[src/rtl/writeback_stage.sv]
// Writeback stage: retires ALU/PC+4 results in one cycle and waits for load data.
// Optional build macro WB_FWD_EN exposes the register-file write as a bypass port.
module writeback_stage #(
  parameter int unsigned ADDR_W = 5,
  parameter int unsigned XLEN   = 32
) (
  input  logic              clk,
  input  logic              rst_n,
  input  logic              in_valid,
  output logic              in_ready,
  input  logic [ADDR_W-1:0] in_rd,
  input  logic [1:0]        in_wb_sel,
  input  logic [2:0]        in_funct3,
  input  logic [1:0]        in_addr_lo,
  input  logic [XLEN-1:0]   in_alu,
  input  logic [XLEN-1:0]   in_pc4,
  input  logic              mem_rsp_valid,
  input  logic [XLEN-1:0]   mem_rsp_data,
  output logic              we3,
  output logic [ADDR_W-1:0] wa3,
  output logic [XLEN-1:0]   wd3,
  output logic              busy,
  output logic [31:0]       wr_count
`ifdef WB_FWD_EN
  ,
  output logic              fwd_valid,
  output logic [ADDR_W-1:0] fwd_addr,
  output logic [XLEN-1:0]   fwd_data
`endif
);

  localparam logic [1:0] WB_NONE = 2'b00;
  localparam logic [1:0] WB_ALU  = 2'b01;
  localparam logic [1:0] WB_LOAD = 2'b10;

  typedef enum logic {IDLE, WAIT_RSP} state_e;

  state_e              state_q, state_d;
  logic                we3_q, we3_d;
  logic [ADDR_W-1:0]   wa3_q, wa3_d;
  logic [XLEN-1:0]     wd3_q, wd3_d;
  logic [31:0]         wr_count_q;
  logic [ADDR_W-1:0]   rd_q, rd_d;
  logic [2:0]          funct3_q, funct3_d;
  logic [1:0]          addr_lo_q, addr_lo_d;

  // Select and extend the addressed byte/half of a load response.
  function automatic logic [XLEN-1:0] load_ext(input logic [2:0] f3,
                                               input logic [1:0] lo,
                                               input logic [XLEN-1:0] data);
    logic [7:0]      b;
    logic [15:0]     h;
    logic [XLEN-1:0] r;
    b = 8'(data >> {lo, 3'b000});
    h = 16'(data >> {lo[1], 4'b0000});
    case (f3)
      3'b000:  r = {{(XLEN-8){b[7]}}, b};
      3'b100:  r = {{(XLEN-8){1'b0}}, b};
      3'b001:  r = {{(XLEN-16){h[15]}}, h};
      3'b101:  r = {{(XLEN-16){1'b0}}, h};
      default: r = data;
    endcase
    return r;
  endfunction

  // Next-state and write-port decode.
  always_comb begin
    state_d   = state_q;
    we3_d     = 1'b0;
    wa3_d     = wa3_q;
    wd3_d     = wd3_q;
    rd_d      = rd_q;
    funct3_d  = funct3_q;
    addr_lo_d = addr_lo_q;
    case (state_q)
      IDLE: begin
        if (in_valid) begin
          if (in_wb_sel == WB_LOAD) begin
            rd_d      = in_rd;
            funct3_d  = in_funct3;
            addr_lo_d = in_addr_lo;
            state_d   = WAIT_RSP;
          end else if (in_wb_sel != WB_NONE && in_rd != '0) begin
            we3_d = 1'b1;
            wa3_d = in_rd;
            wd3_d = (in_wb_sel == WB_ALU) ? in_alu : in_pc4;
          end
        end
      end
      WAIT_RSP: begin
        if (mem_rsp_valid) begin
          state_d = IDLE;
          if (rd_q != '0) begin
            we3_d = 1'b1;
            wa3_d = rd_q;
            wd3_d = load_ext(funct3_q, addr_lo_q, mem_rsp_data);
          end
        end
      end
      default: state_d = IDLE;
    endcase
  end

  always_ff @(posedge clk or negedge rst_n) begin
    if (!rst_n) begin
      state_q    <= IDLE;
      we3_q      <= 1'b0;
      wa3_q      <= '0;
      wd3_q      <= '0;
      wr_count_q <= '0;
      rd_q       <= '0;
      funct3_q   <= '0;
      addr_lo_q  <= '0;
    end else begin
      state_q    <= state_d;
      we3_q      <= we3_d;
      wa3_q      <= wa3_d;
      wd3_q      <= wd3_d;
      wr_count_q <= wr_count_q + 32'(we3_q);
      rd_q       <= rd_d;
      funct3_q   <= funct3_d;
      addr_lo_q  <= addr_lo_d;
    end
  end

  assign in_ready = (state_q == IDLE);
  assign busy     = (state_q == WAIT_RSP);
  assign we3      = we3_q;
  assign wa3      = wa3_q;
  assign wd3      = wd3_q;
  assign wr_count = wr_count_q;

`ifdef WB_FWD_EN
  // Same-cycle bypass of the register-file write for decode.
  assign fwd_valid = we3_q;
  assign fwd_addr  = wa3_q;
  assign fwd_data  = wd3_q;
`endif

endmodule

[config.mk]
export PLATFORM = sky130hd
export DESIGN_NAME = writeback_stage
export DESIGN_NICKNAME = d
export VERILOG_FILES = /design/src/rtl/writeback_stage.sv
export SDC_FILE = /design/constraint.sdc
export NUM_CORES = 1
export LEC_CHECK = 0
export CAP_MARGIN = 20
export CORE_ASPECT_RATIO = 0.6
export CORE_MARGIN = 4
export CORE_UTILIZATION = 47
export CTS_CLUSTER_DIAMETER = 30
export DETAILED_ROUTE_END_ITERATION = 6
export GPL_ROUTABILITY_DRIVEN = 0
export PLACE_DENSITY = 0.86
export SYNTH_ARGS = -nofsm -noshare
export SYNTH_HDL_FRONTEND = slang
export SYNTH_SLANG_ARGS = --single-unit
[constraint.sdc]
create_clock -name clk -period 4.26 [get_ports clk]
set_clock_uncertainty 0.15 [all_clocks]
set_input_delay 0.639 -clock clk [delete_from_list [all_inputs] [get_ports clk]]
set_output_delay 0.639 -clock clk [all_outputs]
set_load 0.05 [all_outputs]
Word-level counts from Yosys, hierarchy flattened --
Index checks and enable logic that the tools add are counted.
Storage, ports and cells: register bits 81, bits of input ports 112, output and inout port bits 72, logic and storage cells 53
Operators by class: $add $sub $neg 1, equality and inequality tests 10, shifts and indexed selects 2, mux-type cells 24, bitwise operators 1, reductions and logical operators 7
Operators by type and width (count):
- two-way mux 32 bit | 6
- one-hot mux 32 bit (4 select lines) | 1
- one-hot mux 32 bit (2 select lines) | 1
- adder 32 x 1 -> 32 bit | 1
- right shift 32 x 5 -> 16 bit | 1
- right shift 32 x 5 -> 8 bit | 1
- two-way mux 5 bit | 5
- one-hot mux 5 bit (2 select lines) | 1
- nonzero test 5 bit | 2
- two-way mux 1 bit | 8
- equality test 3 bit, second input constant | 2
- inequality test 2 bit, second input constant | 3
- AND reduction 5 bit | 1
- inequality test 2 x 1 -> 1 bit, second input constant | 2
- one-hot mux 1 bit (2 select lines) | 2
- equality test 3 x 1 -> 1 bit, second input constant | 1
- logical NOT 3 bit | 1
- AND reduction 3 bit | 1
- equality test 2 x 1 -> 1 bit, second input constant | 1
- equality test 2 bit, second input constant | 1
- nonzero test 2 bit | 1
- logical AND 1 bit | 1
- inverter 1 bit | 1

Depth between registers and ports, before layout --
Gate-level depths: netlist (run 1).
word-level depth 6, gate-level depth with buffers 7, mapped depth without buffers 6

Worst setup path after synthesis (run 1) --
OpenSTA, ideal clock, no wires.
kind register to register, start point register wr_count_q[0] (netlist: wr_count[0]), end point register wr_count_q[22] (netlist: wr_count[22]), data arrival time 1963 ps, data required time 3969 ps, slack 2007 ps, cell stages (with the launch flop) 7, path buffers 0, period minus slack after synthesis 2253 ps, cell sequence dfrtp_1 -> ha_1 -> ha_1 -> nand3_1 -> nor4_4 -> nand4_1 -> xnor2_1
Between the ends: longest elaborated chain between the ends 1
Ends and longest elaborated chain:
- start, declared | line 42 | logic [31:0] wr_count_q;
- start signal, assigned | line 119 | wr_count_q <= wr_count_q + 32'(we3_q);
- adder 32 x 1 -> 32 bit | line 119
No other way between the ends. A chain may end at the register's enable or synchronous reset.

Worst setup path after layout (run 1) --
start point register state_q (netlist: busy), end point output port in_ready
Between the ends: longest elaborated chain between the ends 1
Ends and longest elaborated chain:
- start, declared | line 38 | state_e state_q, state_d;
- start signal, assigned | line 115 | state_q <= state_d;
- inverter 1 bit (no line)
- end, declared | line 10 | output logic in_ready,
No other way between the ends.

==> results by group, run 1 <==
STA
  • Rel. slew slack: 29.1%
  • Min Tclk post-route: 2.99 ns
  • Final Setup Violations: 0
  • Final period util: 70.1%
  • Final hold viol count: 0
  • Worst hold slack: 0.330 ns
  • PnR worst setup slack: 1.27 ns
  • Max-slew violations: 0
  • Worst-margin pin slew: 1.06 ns
  • FMAX: 0.335 GHz
  • Setup TNS: 0 ns
  • RSZ-0062 raised after global routing: false

Power and ir drop
  • VDD IR max: 0.368 mV
  • PnR Total Power: 3.26 mW
  • PwrDens: 474 nW/um^2
  • P_leak: 2.87 nW

Clock network
  • Worst-case clock buffer depth: 2
  • Root Buffer: clkbuf_16
  • Clock transition at path regs: 0.06 ns
  • Worst skew pair latency: 0.33 ns
  • CTS tree: done
  • H-tree depth: 3
  • Num CTS Buffers: 9
  • Clock tree sinks: 81
  • Post-CTS sizing: 0
  • Post-CTS Setup Bufs: 0

Synthesis
  • Most common flop cell mapped by yosys: dfrtp_1
  • Post-Syn Area per Cell: 10.2 um^2
  • Cell type with the highest aggregate area in the netlist: dfrtp_1
  • Post-synth top cells: 81 x dfrtp_1, 43 x nand2_1, 41 x mux2i_1
  • Synthesized area: 4600 um^2
  • Yosys reg bits: 81
  • Synth Instances: 450
  • Async S/R FF share, synth: 100%
  • Top post-synthesis cells by area: dfrtp_1 44%, mux2i_1 8.9%, xnor2_1 4.8%
  • Seq/Total Area, Yosys: 44.1%
  • Netlist cell types: 51
  • Syn_nets: 564
  • Most common cell in the netlist: dfrtp_1
  • Yosys top cell area share: 44.1%
  • YS warnings: 0
  • Post-synth EDFFs: 0

Critical path
  • CP Launch Type: register
  • Critical Path AT: 2.20 ns
  • Crit path required time: 3.47 ns
  • Setup Crit Path Kind: reg -> out
  • Worst Path Max Fanout: 15
  • Critical Path End Type: primary output

Global route
  • GRT overflow: 0
  • Vias in the first global route: 4370
  • Global-route wire length before repair: 23500 um
  • Initial antenna violation count: 0
  • Largest net degree at the start of global routing: 82
  • Overall global routing resource usage: 26.3%

Route
  • DRT Wirelength: 15200 um
  • Drt wl/cell: 20.1 um
  • DR pass1 iterations: 5
  • Routed Antenna Nets: 0
  • DR vias/cell: 5.81
  • Via Count: 4395
  • Iter 0 DRT Violations: 355
  • Residual DRC count: 0

Floorplanning
  • DIE HEIGHT: 84.6 um
  • Ports: 184
  • Core area: 9360 um^2
  • Die width: 136 um
  • Row count: 27
  • Initial Utilization: 49.1%
  • Die ar.: 11500 um^2

Finish
  • ANT cells: 0
  • Fin cells: 756
  • Area growth syn-to-layout: 49.5%
  • Nets: 735
  • Share of post-route cells with drive strength above 1: 6.23%
  • Filler cell count: 665
  • Multi-input logic area: 2390 um^2
  • Register area: 2030 um^2

Run status
  • Outcome: completed

Placement
  • Port buffer count: 183
  • Post-Place Worst Slack: 1.11 ns
  • Final HPWL DP: 11700 um
  • Placed Cells: 738

Flow run
  • Max Cap Viol: 0

Worst hold path
  • Class of the worst hold path: reg -> reg
==> report_power, final <==
| group | internal (mW) | switching (mW) |
|---|---|---|
| sequential | 0.916 | 0.172 |
| clock | 0.576 | 0.310 |
| combinational | 0.503 | 0.782 |
==> kinds of logic after synthesis <==
| kind of cell | synth area share [%] |
|---|---|
| DFF | 44.1 |
| adders and majority gates | 0.544 |
| muxes | 11.4 |
| buffers and inverters | 3.95 |
| and+or+nand+nor | 13.7 |
| xor gates and xnor gates | 5.72 |
| AOI/OAI and AO/OA | 20.6 |
==> worst max-delay path, cell delays in order (launching register included) <==
cell and delay, ns:
dfrtp_1 0.68, clkinv_1 0.39, clkdlybuf4s50_1 0.80
==> layout by cell type (no fill, tap or decap), drive strengths merged, types with 4 or more instances in the layout <==
master and count:
clkdlybuf4s50 182, dfrtp 81, nand2 43, mux2i 41
o21ai 31, xnor2 25, a21oi 20, nand3 19
a22o 18, o211ai 17, a211o 11, nand4 10
clkbuf 10, inv 9, nor3 8, mux2 8
buf 7, a32o 6, o211a 6, xor2 5
a31oi 5, nand3b 5, o22a 5, nor2 5
nor2b 5, and3 4, a2bb2oi 4, o221ai 4
==> layer usage <==
layer  routed length (um)  GRT usage [%]  vias up  part of all wire [%]
li1                     -              -     2024                     -
met1                 6490           36.6     2100                    43
met2                 7040           41.8      259                    46
met3                 1560           7.43       12                    10
met4                  111           4.39        0                  0.73
met5                    0              0        -                     0
==> state kept, by name, indices dropped and copies added (netlist names) <==
register / flops
rd_q: 5
busy: 1
wr_count: 32
we3: 1
funct3_q: 3
addr_lo_q: 2
wd3: 32
wa3: 5
==> layout make-up <==
class | count | area share (%)
repair buffers | 190 | 27.7
clock buffers | 10 | 3.33
well taps | 130 | 2.37
multi-input cells | 329 | 34.9
inverters | 10 | 0.546
clock inverters | 6 | 1.68
flip-flops and latches | 81 | 29.5
==> timing repair <==
item | CTS | global route
hold buffers | 0 | 1
hold endpoints to repair | 0 | 7
setup endpoints to repair | 0 | 0
==> stage by stage <==
| stage | cell area (um^2) | util [%] |
|---|---|---|
| 2_1_floorplan | 4600 | - |
| 3_3_place_gp | 6490 | 69.3 |
| 3_5_place_dp | 6490 | 69.3 |
| 4_1_cts | 6830 | 73.0 |
| 5_1_grt | 6870 | 73.4 |
| 6_report | 6870 | 73.4 |
==> path summary, 6_finish.rpt <==
check / startpoint / end / slack (ns) / cells after the start
max in group asynchronous: rst_n / addr_lo_q[1] / 2.86 / 3
max reg2reg: funct3_q[1] / wd3[29] / 1.72 / 4
max: busy / in_ready / 1.27 / 2
min in group asynchronous: rst_n / wr_count[8] / 0.52 / 2
min reg2reg: wr_count[31] / wr_count[31] / 0.33 / 1
min: wr_count[31] / wr_count[31] / 0.33 / 1
No activity file was read; power rests on OpenSTA's default activity.
==> inputs of run 2 (changes only) <==
- CORE_UTILIZATION: 47 -> 44
- PLACE_DENSITY: 0.86 -> 0.81
- clock period: 4.26 -> 2.9 ns (I/O delays scaled with it)
==> run 2 against run 1 <==
  * Sequential share of layout area is 0.25 points lower
  * Cell area is 0.84% higher
  * Count of clock-buffer cells in the layout decreased by 1
  * Sequential cell count is the same
  * Worst hold slack gained 0.010 ns
  * Register-to-register slack worse by 1.1 ns
  * Core utilization fell by 4.3 points
  * Sequential power grew 43%
  * Die area increased by 6.3%
  * Combinational power grew 51%
  * Global-route usage is 0.66 points lower
  * Wire length up 2.0%
  * Largest cell class unchanged
  * Largest power group unchanged
==> results by group, run 2 (synthesis gave the netlist of run 1 again) <==
Floorplanning
  • Die ar.: 12200 um^2
  • DIE HEIGHT: 87.2 um
  • Die width: 140 um
  • Ports: 184
  • Row count: 28
  • Core area: 10000 um^2
  • Initial Utilization: 45.9%

Clock network
  • Worst skew pair latency: 0.34 ns
  • CTS tree: done
  • Post-CTS sizing: 0
  • Clock transition at path regs: 0.06 ns
  • Root Buffer: clkbuf_16
  • H-tree depth: 3
  • Worst-case clock buffer depth: 2
  • Num CTS Buffers: 9
  • Clock tree sinks: 81

STA
  • FMAX: 0.432 GHz
  • Setup TNS: 0 ns
  • Worst-margin pin slew: 0.666 ns
  • Final hold viol count: 0
  • Worst hold slack: 0.341 ns
  • Final period util: 79.8%
  • Rel. slew slack: 55.3%
  • RSZ-0062 raised after global routing: false
  • Max-slew violations: 0
  • Min Tclk post-route: 2.31 ns
  • PnR worst setup slack: 0.585 ns
  • Final Setup Violations: 0

Finish
  • Share of post-route cells with drive strength above 1: 7.89%
  • Fin cells: 769
  • Final Util: 69.1%
  • Most common cell after layout, fill and taps aside: clkdlybuf4s50_1
  • Area growth syn-to-layout: 50.7%
  • Commonest cells after routing, fill and taps aside: 180 x clkdlybuf4s50_1, 81 x dfrtp_1, 43 x nand2_1
  • Nets: 744
  • ANT cells: 0

Route
  • DRT Wirelength: 15500 um
  • Routed Antenna Nets: 0
  • Residual DRC count: 0
  • Drt wl/cell: 20.2 um
  • DR vias/cell: 5.76
  • DR pass1 iterations: 5
  • Via Count: 4432
  • Iter 0 DRT Violations: 318

Placement
  • Final HPWL DP: 12200 um
  • Placed Cells: 753
  • Port buffer count: 183
  • Post-Place Worst Slack: 0.289 ns

Flow run
  • Max Cap Viol: 0

Critical path
  • Crit path max-delay family: simple AND/OR/NAND/NOR gates
  • CP max stage delay: 0.63 ns
  • Setup Crit Path Kind: in -> reg
  • Cell Chain, Critical Path: clkdlybuf4s50_1, or4_1, o211a_2, nor2_4, buf_4, a22o_1
  • Worst Path Max Fanout: 18
  • Critical Path End Type: register
  • Critical Path AT: 2.44 ns
  • Highest-delay cell along the critical path: or4_1
  • Crit path required time: 3.02 ns
  • CP Launch Type: primary input
  • Buf+Inv Stages, Crit Path: 2

Power and ir drop
  • VDD IR max: 0.457 mV
  • Sw power: 1.89 mW
  • Power share of the clock group: 27.3%
  • PwrDens: 696 nW/um^2
  • P_leak: 2.91 nW
  • Gate power share: 40.4%
  • Switching Share: 39.1%
  • Sequential share of power: 32.3%
  • Cell Int Power: 2.94 mW

Run status
  • Outcome: completed

Worst hold path
  • Class of the worst hold path: reg -> reg

Global route
  • Largest net degree at the start of global routing: 39
  • Overall global routing resource usage: 25.6%
  • Vias in the first global route: 4456
  • GRT overflow: 0
  • Initial antenna violation count: 0
  • Global-route wire length before repair: 24500 um
run 2: changes by cell type in the layout (fill, tap and decap cells not counted), sizes merged:
cell	change
buf	+11
clkdlybuf4s50	-2
clkbuf	-1
clkinv	-1
inv	+1
run 2: final cells by class:
type	instances	area, um^2
clock buffers	9	225
clock inverters	6	115
fillers	758	3090
inverters	10	37.5
multi-input cells	329	2390
flip-flops and latches	81	2030
well taps	135	169
repair buffers	199	1960
run 2: routing by layer:
metal / global-route usage (%) / up-vias / wire length, um
met2: 41.5 / 224 / 7120
met1: 34.8 / 2146 / 6730
li1: - / 2042 / -
met3: 6.86 / 20 / 1460
met4: 5.98 / 0 / 185
met5: 0 / - / 0
run 2: power by group through the flow:
stage / sequential, mW / clock (mW) / combinational, mW
finish: 1.56 / 1.32 / 1.95
global route: 1.59 / 1.38 / 2.05
CTS: 1.55 / 1.34 / 1.95
detailed placement: 1.57 / 0 / 1.94
global placement: 1.56 / 0 / 1.91
floorplan: 2.15 / 0 / 0.584
run 2: final timing paths:
check                      cells past startpoint           end  slack [ns]         start
setup / recovery                               6       wd3[27]        0.59      in_rd[2]
setup reg to reg                               4       wd3[27]        0.63       rd_q[2]
hold / removal                                 1  wr_count[22]        0.34  wr_count[22]
hold reg to reg                                1  wr_count[22]        0.34  wr_count[22]
min in group asynchronous                      2  wr_count[13]        0.46         rst_n
max in group asynchronous                      3   wr_count[4]        1.42         rst_n
run 2: metrics by stage:
stage,instance area [um^2],total power [mW]
6_report,6930,4.82
5_1_grt,6930,5.03
4_1_cts,6930,4.84
3_5_place_dp,6580,3.50
3_3_place_gp,6580,3.46
2_1_floorplan,4600,2.74
run 2: repair_timing:
item                      in CTS  in global routing
hold endpoints to repair      36                  0
buffers inserted               0                  0
hold buffers                   1                  0
